===== src/rtl/vga_ctrl_gen2.sv =====
// Parametrised VGA timing generator with VRAM fetch, latency-matched alignment
// pipeline, frame-locked test patterns and registered DAC outputs.
module vga_ctrl_gen2 #(
    parameter int unsigned H_ACTIVE = 640,
    parameter int unsigned H_FP     = 16,
    parameter int unsigned H_SYNC   = 96,
    parameter int unsigned H_BP     = 48,
    parameter int unsigned V_ACTIVE = 480,
    parameter int unsigned V_FP     = 10,
    parameter int unsigned V_SYNC   = 2,
    parameter int unsigned V_BP     = 33,
    parameter int unsigned HS_POL   = 0,
    parameter int unsigned VS_POL   = 0,
    parameter int unsigned CW       = 4,
    parameter int unsigned RD_LAT   = 1
) (
    input  logic                          clk,
    input  logic                          rst,
    input  logic [1:0]                    mode,
    input  logic [3*CW-1:0]               fill_rgb,
    input  logic [3*CW-1:0]               d_in,
    output logic [$clog2(V_ACTIVE)-1:0]   row_addr,
    output logic [$clog2(H_ACTIVE)-1:0]   col_addr,
    output logic                          rdn,
    output logic [CW-1:0]                 r,
    output logic [CW-1:0]                 g,
    output logic [CW-1:0]                 b,
    output logic                          hs,
    output logic                          vs,
    output logic                          de,
    output logic                          frame_start,
    output logic                          line_start
);

    localparam int unsigned H_TOTAL = H_ACTIVE + H_FP + H_SYNC + H_BP;
    localparam int unsigned V_TOTAL = V_ACTIVE + V_FP + V_SYNC + V_BP;
    // Counters keep at least 6 bits so the checkerboard can always use bit 5.
    localparam int unsigned HW      = ($clog2(H_TOTAL) > 6) ? $clog2(H_TOTAL) : 6;
    localparam int unsigned VW      = ($clog2(V_TOTAL) > 6) ? $clog2(V_TOTAL) : 6;
    localparam int unsigned RAW     = $clog2(V_ACTIVE);
    localparam int unsigned CAW     = $clog2(H_ACTIVE);
    localparam int unsigned BAR_W   = H_ACTIVE / 8;
    localparam int unsigned BW      = ($clog2(BAR_W) > 1) ? $clog2(BAR_W) : 1;
    localparam logic        HS_ON   = (HS_POL != 0);
    localparam logic        VS_ON   = (VS_POL != 0);

    typedef struct packed {
        logic       active;
        logic       hsync;
        logic       vsync;
        logic       ls;
        logic       fs;
        logic [1:0] mode;
        logic [2:0] bar;
        logic       chk;
    } stage_t;

    logic [HW-1:0]   h_cnt;
    logic [VW-1:0]   v_cnt;
    logic [1:0]      mode_q;
    logic [BW-1:0]   bar_pix;
    logic [2:0]      bar_idx;
    logic            h_act;
    logic            v_act;
    logic            origin;
    stage_t          fetch;
    stage_t          algn;
    logic [3*CW-1:0] pix_c;

    assign h_act  = 32'(h_cnt) < H_ACTIVE;
    assign v_act  = 32'(v_cnt) < V_ACTIVE;
    assign origin = (h_cnt == '0) && (v_cnt == '0);

    // Raster counters
    always_ff @(posedge clk) begin
        if (rst) begin
            h_cnt <= '0;
            v_cnt <= '0;
        end else if (h_cnt == HW'(H_TOTAL - 1)) begin
            h_cnt <= '0;
            v_cnt <= (v_cnt == VW'(V_TOTAL - 1)) ? '0 : v_cnt + VW'(1);
        end else begin
            h_cnt <= h_cnt + HW'(1);
        end
    end

    // Mode is frame-locked: sampled only at the first pixel slot of a frame
    always_ff @(posedge clk) begin
        if (rst) begin
            mode_q <= 2'd0;
        end else if (origin) begin
            mode_q <= mode;
        end
    end

    // Per-line bar index, advanced by a pixel counter instead of dividing h_cnt
    always_ff @(posedge clk) begin
        if (rst || (h_cnt == HW'(H_TOTAL - 1))) begin
            bar_pix <= '0;
            bar_idx <= 3'd0;
        end else if (h_act) begin
            if (bar_pix == BW'(BAR_W - 1)) begin
                bar_pix <= '0;
                bar_idx <= bar_idx + 3'd1;
            end else begin
                bar_pix <= bar_pix + BW'(1);
            end
        end
    end

    // Fetch-stage flags and pattern inputs
    always_comb begin
        fetch        = '0;
        fetch.active = h_act && v_act;
        fetch.hsync  = (32'(h_cnt) >= H_ACTIVE + H_FP) &&
                       (32'(h_cnt) <  H_ACTIVE + H_FP + H_SYNC);
        fetch.vsync  = (32'(v_cnt) >= V_ACTIVE + V_FP) &&
                       (32'(v_cnt) <  V_ACTIVE + V_FP + V_SYNC);
        fetch.ls     = h_act && v_act && (h_cnt == '0);
        fetch.fs     = h_act && v_act && origin;
        fetch.mode   = origin ? mode : mode_q;
        fetch.bar    = bar_idx;
        fetch.chk    = h_cnt[5] ^ v_cnt[5];
    end

    assign rdn      = ~fetch.active;
    assign row_addr = fetch.active ? v_cnt[RAW-1:0] : '0;
    assign col_addr = fetch.active ? h_cnt[CAW-1:0] : '0;

    // Delay line matching the VRAM read latency
    generate
        if (RD_LAT == 0) begin : g_nolat
            assign algn = fetch;
        end else begin : g_lat
            stage_t pipe_q [RD_LAT];
            always_ff @(posedge clk) begin
                if (rst) begin
                    for (int unsigned i = 0; i < RD_LAT; i++) pipe_q[i] <= '0;
                end else begin
                    pipe_q[0] <= fetch;
                    for (int unsigned i = 1; i < RD_LAT; i++) pipe_q[i] <= pipe_q[i-1];
                end
            end
            assign algn = pipe_q[RD_LAT-1];
        end
    endgenerate

    // Pixel source select; blanking forces black
    always_comb begin
        pix_c = '0;
        case (algn.mode)
            2'd0:    pix_c = d_in;
            2'd1:    pix_c = {{CW{~algn.bar[1]}}, {CW{~algn.bar[2]}}, {CW{~algn.bar[0]}}};
            2'd2:    pix_c = fill_rgb;
            default: pix_c = algn.chk ? '1 : '0;
        endcase
        if (!algn.active) pix_c = '0;
    end

    // Output register
    always_ff @(posedge clk) begin
        if (rst) begin
            r           <= '0;
            g           <= '0;
            b           <= '0;
            de          <= 1'b0;
            hs          <= ~HS_ON;
            vs          <= ~VS_ON;
            frame_start <= 1'b0;
            line_start  <= 1'b0;
        end else begin
            {r, g, b}   <= pix_c;
            de          <= algn.active;
            hs          <= algn.hsync ? HS_ON : ~HS_ON;
            vs          <= algn.vsync ? VS_ON : ~VS_ON;
            frame_start <= algn.fs;
            line_start  <= algn.ls;
        end
    end

endmodule


===== config.mk =====
export PLATFORM = sky130hd
export DESIGN_NAME = vga_ctrl_gen2
export DESIGN_NICKNAME = d
export VERILOG_FILES = /design/src/rtl/vga_ctrl_gen2.sv
export SDC_FILE = /design/constraint.sdc
export NUM_CORES = 1
export LEC_CHECK = 0
export BUFFER_PORTS_ARGS = -buffer_cell sky130_fd_sc_hd__buf_2
export CAP_MARGIN = 20
export CORE_ASPECT_RATIO = 0.6
export CORE_UTILIZATION = 53
export DETAILED_ROUTE_END_ITERATION = 10
export GPL_TIMING_DRIVEN = 0
export PLACE_DENSITY = 0.85
export SYNTH_ARGS = -nofsm -noshare
export SYNTH_HDL_FRONTEND = slang
export SYNTH_SLANG_ARGS = --single-unit

===== constraint.sdc =====
create_clock -name clk -period 1.9 [get_ports clk]
set_input_delay 0.38 -clock clk [delete_from_list [all_inputs] [get_ports clk]]
set_output_delay 0.38 -clock clk [all_outputs]
set_load 0.005 [all_outputs]

After elaboration in Yosys (flattened, before gate mapping)
Memory sizes are Yosys's and may differ from the RTL's. Cells that the tools add are included. Widths: inputs -> output; s select.

Add/sub/neg operators: 4. $lt $le $gt $ge: 6. Equality and inequality tests: 5. Multiplexer cells: 14. Bitwise gates (word level): 6. Reductions and logical operators: 14.

Operators by type and width (count): $pmux 12 s3 (1); $add 10x1->10 const B (2); $eq 10x10->1 const B (2); $logic_not 10->1 (2); $lt 10x10->1 const B (2); $lt 10x9->1 const B (2); $mux 10 (2); $mux 12 (1); $mux 11 (1); $reduce_or 11->1 (1); $ge 10x10->1 const B (1); $ge 10x9->1 const B (1); $mux 9 (1); $add 7x1->7 const B (1); $eq 7x7->1 const B (1); $mux 7 (1); $logic_and 1x1->1 (6); $mux 1 (6); $not 1->1 (5); $reduce_or 2->1 (2); $add 3x1->3 const B (1); $eq 2x1->1 const B (1); $eq 2x2->1 const B (1); $logic_not 2->1 (1); other kinds (4) (4).

Bits in registers: 49. Memory bits (writable): 11. Output and inout bits: 37. Word-level logic and storage cells: 63. Memories: 1.

Memory list: g_lat.pipe_q (words 1, width 11, rd ports 1, clocked after memory_dff 0, write ports 1, line 135) `stage_t pipe_q [RD_LAT];`.

Longest topological paths before layout
Depth after elaboration: 4. Depth in mapped cells: 7.

Worst setup path after synthesis
Ideal clock, no wire load.

Kind: reg2out. From: register h_cnt[8]. To: output port col_addr[3]. Data arrival time: 1.331 ns. Setup slack: 0.189 ns. Stages on the path, launching flop included: 7. Cell sequence: dfxtp_1 buf_4 o21ai_2 and3b_1 buf_2 buf_2 and2_2.

Cells in the longest elaborated chain, start to end: 3.

RTL lines: start: declaration (line 58) `logic [HW-1:0] h_cnt;`; start signal: assignment (line 83) `h_cnt <= h_cnt + HW'(1);`; $lt 10x10->1 (line 70) `assign h_act = 32'(h_cnt) < H_ACTIVE;`; $logic_and 1x1->1 (line 114) `fetch.active = h_act && v_act;`; $mux 10 (line 128) `assign col_addr = fetch.active ? h_cnt[CAW-1:0] : '0;`; end: declaration (line 23) `output logic [$clog2(H_ACTIVE)-1:0] col_addr,`.

Every way passes these cells.

Worst setup path after layout
From: register v_cnt[6]. To: output port row_addr[8].

Cells in the longest elaborated chain, start to end: 3.

RTL lines: start: declaration (line 59) `logic [VW-1:0] v_cnt;`; start signal: assignment (line 81) `v_cnt <= (v_cnt == VW'(V_TOTAL - 1)) ? '0 : v_cnt + VW'(1);`; $lt 10x9->1 (line 71) `assign v_act = 32'(v_cnt) < V_ACTIVE;`; $logic_and 1x1->1 (line 114); $mux 9 (line 127) `assign row_addr = fetch.active ? v_cnt[RAW-1:0] : '0;`; end: declaration (line 22) `output logic [$clog2(V_ACTIVE)-1:0] row_addr,`.

Every way passes these cells.

==> summary.md <==
The initial core utilization is 57.0%, and the max-capacitance violation count is 0. Of the post-synthesis cell area, the dominant cell type holds 43.1%. In this run the core area contains 19 standard-cell rows. The share of the Yosys chip area taken by registers is 43.1%. The end of the worst register-to-register path is v_cnt[4].

For this run, the post-layout net count is 423. Setup repair after global routing could not meet its margin everywhere. The internal power of the cells totals 2.07 mW.

Total of flip-flops plus latches after synthesis: 58. During synthesis, Yosys emitted a total of 0 warnings. The largest total area in the synthesized netlist belongs to sky130_fd_sc_hd__dfxtp_1.

Along the worst hold path, the cell count comes to 3. Cells with a size suffix above 1 make up 35.9% of the layout. The buffering stage count on the worst path with inverters included came out at 2.

In this run the remaining antenna-violating nets after routing total 0. Cell repeated most along the worst path: sky130_fd_sc_hd__buf_6. For the count of antenna diodes in the layout, the log shows 0.

TritonCTS built the clock tree. The worst hold path belongs to the class input pin to flip-flop. Final-report max-slew violation count: 0.

The worst-case IR drop observed on VDD is 0.578 mV. The global-route usage over all layers was 29.2%. For the worst-skew pair, the clock arrives at the later sink with an insertion delay of 0.35 ns. The number of hold buffers added after CTS was 0.

Registers are responsible for 47.2% of the overall power. From synthesis to final layout, the design area changed by 32.9%. After layout, the design draws a total of 2.70 mW. Final count of negative-setup-slack endpoints: 19. The filler cells instantiated in the layout total 312. The checks that failed: negative setup slack.

The final instance area was 0.00358 mm^2. The longest clock path from root to sink contains 2 buffers. Clock tree synthesis inserted a total of 9 buffers. The path depth of the worst reg2reg path is 5. STA classifies the critical path endpoint as a primary output. From bottom edge to top edge, the die measures 57.3 um.

The tree built by TritonCTS fans out to 58 sinks. The clock tree root driver cell was sky130_fd_sc_hd__clkbuf_8. For this block, the initial DRC count from the detailed router was 206. Per report_power, the combinational group accounts for 9.1% of the total.

Input and output buffers added on the ports amount to 64. Post-synthesis net count: 338. For this design, the slowest cell found on the critical path is sky130_fd_sc_hd__dfxtp_4.

Dividing total power by cell area gives a power density of 755 mW/mm^2. Dividing the detail-routed wire length by the instance count gives 16.9 um. For the residual DRC count, the log shows 0. The worst endpoint data arrival time was 1.63 ns; the cell area after synthesis was 0.00270 mm^2. The kind of cell adding the most delay to the critical path is simple AND/OR/NAND/NOR gates. Initial antenna violation count: 0. The worst setup path is launched from a flip-flop. Walking the worst path, the cells encountered are and3_4 -> nand2_4 -> and3b_2 -> buf_6 -> and2_4 -> buf_6.

Headroom to the max-slew limit: 66.4%. The tools report the count of unique library cells instantiated by Yosys as 41. The critical path class was flip-flop to primary output. Routability-driven placement finished with a final weighted congestion of 0.960.

The path with the worst hold slack has its endpoint at mode_q[0]. The die covers 0.00539 mm^2. The width of the chip is 94.1 um. The standard cell area after detailed placement came out at 0.00310 mm^2. The flow ran to the end, but the final reports show violations.

The logs give -0.112 ns for the final setup slack of the worst path and 4610 um for the sum of net half-perimeters after detailed placement. The routed via count was 2616. The run gives 2307 as the number of global-route vias before repair.

The clock arrives with 0.00929 ns of skew. Counting tap cells, the placed design contains a total of 431 instances. Clock-pin slew was measured on the worst setup and hold paths at 0.07 ns.

The pin slew with the least headroom to its limit was 0.499 ns. After layout, the minimum clock period comes to 2.01 ns. The region available for standard cell placement spans 0.00473 mm^2. Entering global routing, the biggest net connects 11 pins. Synthesis produced 304 cells. The iteration count of the initial detailed-routing pass was 5. The share of total power dissipated in the clock network is 43.7%. Along the worst path, the maximum fanout reaches 5. Count of H-tree levels built during CTS: 3. The tools report the startpoint of the most critical register-to-register path as h_cnt[1]. The highest cell delay on the worst timing path is 0.37 ns, and the global-route wire length before repair is 11500 um.

After detailed routing, the number of vias per cell comes to 5.74. The standby leakage power was 1.55 nW. By area the synthesized netlist is led by sky130_fd_sc_hd__dfxtp_1 (43%), sky130_fd_sc_hd__nor2_1 (6.1%), sky130_fd_sc_hd__mux2i_1 (5.2%). The switching power as a share of total power was 23.4%; the maximum clock frequency was 497 MHz. The total I/O pin count is 65, and the synthesized area per cell is 8.87 um^2.

After global routing the overflow that remains totals 0. The analysis attributes to net switching a power of 632 uW. The startpoint identified for the worst hold timing path is mode[0].

Data on the critical path is required at its endpoint by 1.52 ns. For this run, the number of standard cells in the final layout without fillers is 456. The final critical-path share of the clock period was 106%. The final number of hold-violating endpoints came out at 0. After detailed routing, the total wire length is 7690 um. The minimum setup slack among reg-to-reg paths is 0.07 ns.
power by group through the flow:
stage	Clock (mW)	Combinational (mW)	Sequential, mW
final	1.18	0.246	1.28
after global placement	0	0.225	1.30
after detailed placement	0	0.230	1.30
after CTS	1.18	0.234	1.28
after floorplan	0	0.140	1.30
after global routing	1.25	0.268	1.28
cell usage in the layout, fill, tap and decap left out, types with 7 or more instances in the layout:
cell	n
sky130_fd_sc_hd__buf_2	52
sky130_fd_sc_hd__xor2_1	11
sky130_fd_sc_hd__clkbuf_8	12
sky130_fd_sc_hd__nor2b_1	8
sky130_fd_sc_hd__dfxtp_1	51
sky130_fd_sc_hd__buf_4	16
sky130_fd_sc_hd__xnor2_1	7
sky130_fd_sc_hd__nand2_1	17
sky130_fd_sc_hd__nor2_1	40
sky130_fd_sc_hd__o21a_1	12
sky130_fd_sc_hd__and2_4	13
sky130_fd_sc_hd__o21ai_0	9
sky130_fd_sc_hd__nand4_1	11
sky130_fd_sc_hd__buf_6	21
sky130_fd_sc_hd__nand3_1	12
sky130_fd_sc_hd__a21oi_1	13
sky130_fd_sc_hd__mux2i_1	14
sequential cells by signal (all words and copies together) (netlist names):
signal        flops
mode_q            1
hs                1
v_cnt            10
line_start        1
bar_idx           3
vs                1
r                 4
g                 4
g_lat.pipe_q     10
de                1
frame_start       1
bar_pix           7
h_cnt            10
b                 4
area by class of cell:
class / count / area, um^2 / area share, %
Buffer: 16 / 120 / 3.35
Tap cell: 63 / 78.8 / 2.20
Multi-Input combinational cell: 220 / 1460 / 40.7
Clock buffer: 13 / 169 / 4.72
Clock inverter: 2 / 35.0 / 0.978
Sequential cell: 58 / 1180 / 32.9
Timing Repair Buffer: 77 / 513 / 14.3
Inverter: 7 / 31.3 / 0.873
cells by family (layout without fill, tap and decap cells):
group,count (synthesis),count (layout),share of synthesized area (%)
AO/OA/AOI/OAI,39,39,8.86
XOR/XNOR,18,18,5.85
adder cells (fa/ha/maj),6,6,2.78
buffers and inverters,26,115,5.66
flip-flops,58,58,43.1
multiplexers,14,14,5.20
AND/OR/NAND/NOR,143,143,28.6
per-layer routing:
layer	up-vias	routed length (um)	global-route usage, %
li1	1205	-	-
met1	1250	3310	37.6
met2	126	3460	43.8
met3	35	639	11.2
met4	0	287	13.0
met5	-	0	0
synth_stat cells, drive strengths merged:
master,number
and3b,1
o21ai,10
nor4,5
and4,2
nand2,18
o21a,12
nor3,6
mux2i,14
a21oi,13
dfxtp,58
xnor2,7
nand4,11
a31o,1
and3,6
clkbuf,4
nor2,44
nor3b,1
xor2,11
o31ai,2
and2b,1
nand3,13
and2,18
or3,5
buf,15
a31oi,1
or4,3
ha,6
nor2b,8
inv,7
nand3b,1
tightest hold or removal path, cell delays in order:
cell and delay (ns):
sky130_fd_sc_hd__buf_2 0.10, sky130_fd_sc_hd__nand3_1 0.06, sky130_fd_sc_hd__a21oi_1 0.05
stage by stage:
stage	hold slack [ns]	worst slack [ns]	utilization [%]	setup TNS, ns
6_report	0.290	-0.112	75.7	-1.48
5_1_grt	0.294	-0.157	75.7	-2.47
4_1_cts	0.286	-0.123	74.7	-1.73
3_5_place_dp	0.380	-0.200	65.4	-1.90
3_3_place_gp	0.348	-0.123	65.4	-1.06
2_1_floorplan	0.343	0.189	-	0
worst max-delay path by stage:
stage / start / to / slack, ns / depth (start not counted)
final: v_cnt[6] / row_addr[8] / -0.11 / 6
after global routing: v_cnt[7] / col_addr[1] / -0.16 / 7
after CTS: v_cnt[5] / row_addr[7] / -0.12 / 7
after detailed placement: h_cnt[8] / col_addr[3] / -0.20 / 7
after global placement: h_cnt[8] / col_addr[3] / -0.12 / 7
after floorplan: h_cnt[8] / col_addr[3] / 0.19 / 6
repair_timing:
item / 4_1_cts / 5_1_grt
gates cloned: 1 / 0
pin swaps: 9 / 4
gates resized for setup: 46 / 14
setup buffers: 7 / 5
endpoints found under the setup margin: 20 / 34
Note: power is estimated with default switching activity, not from simulation.
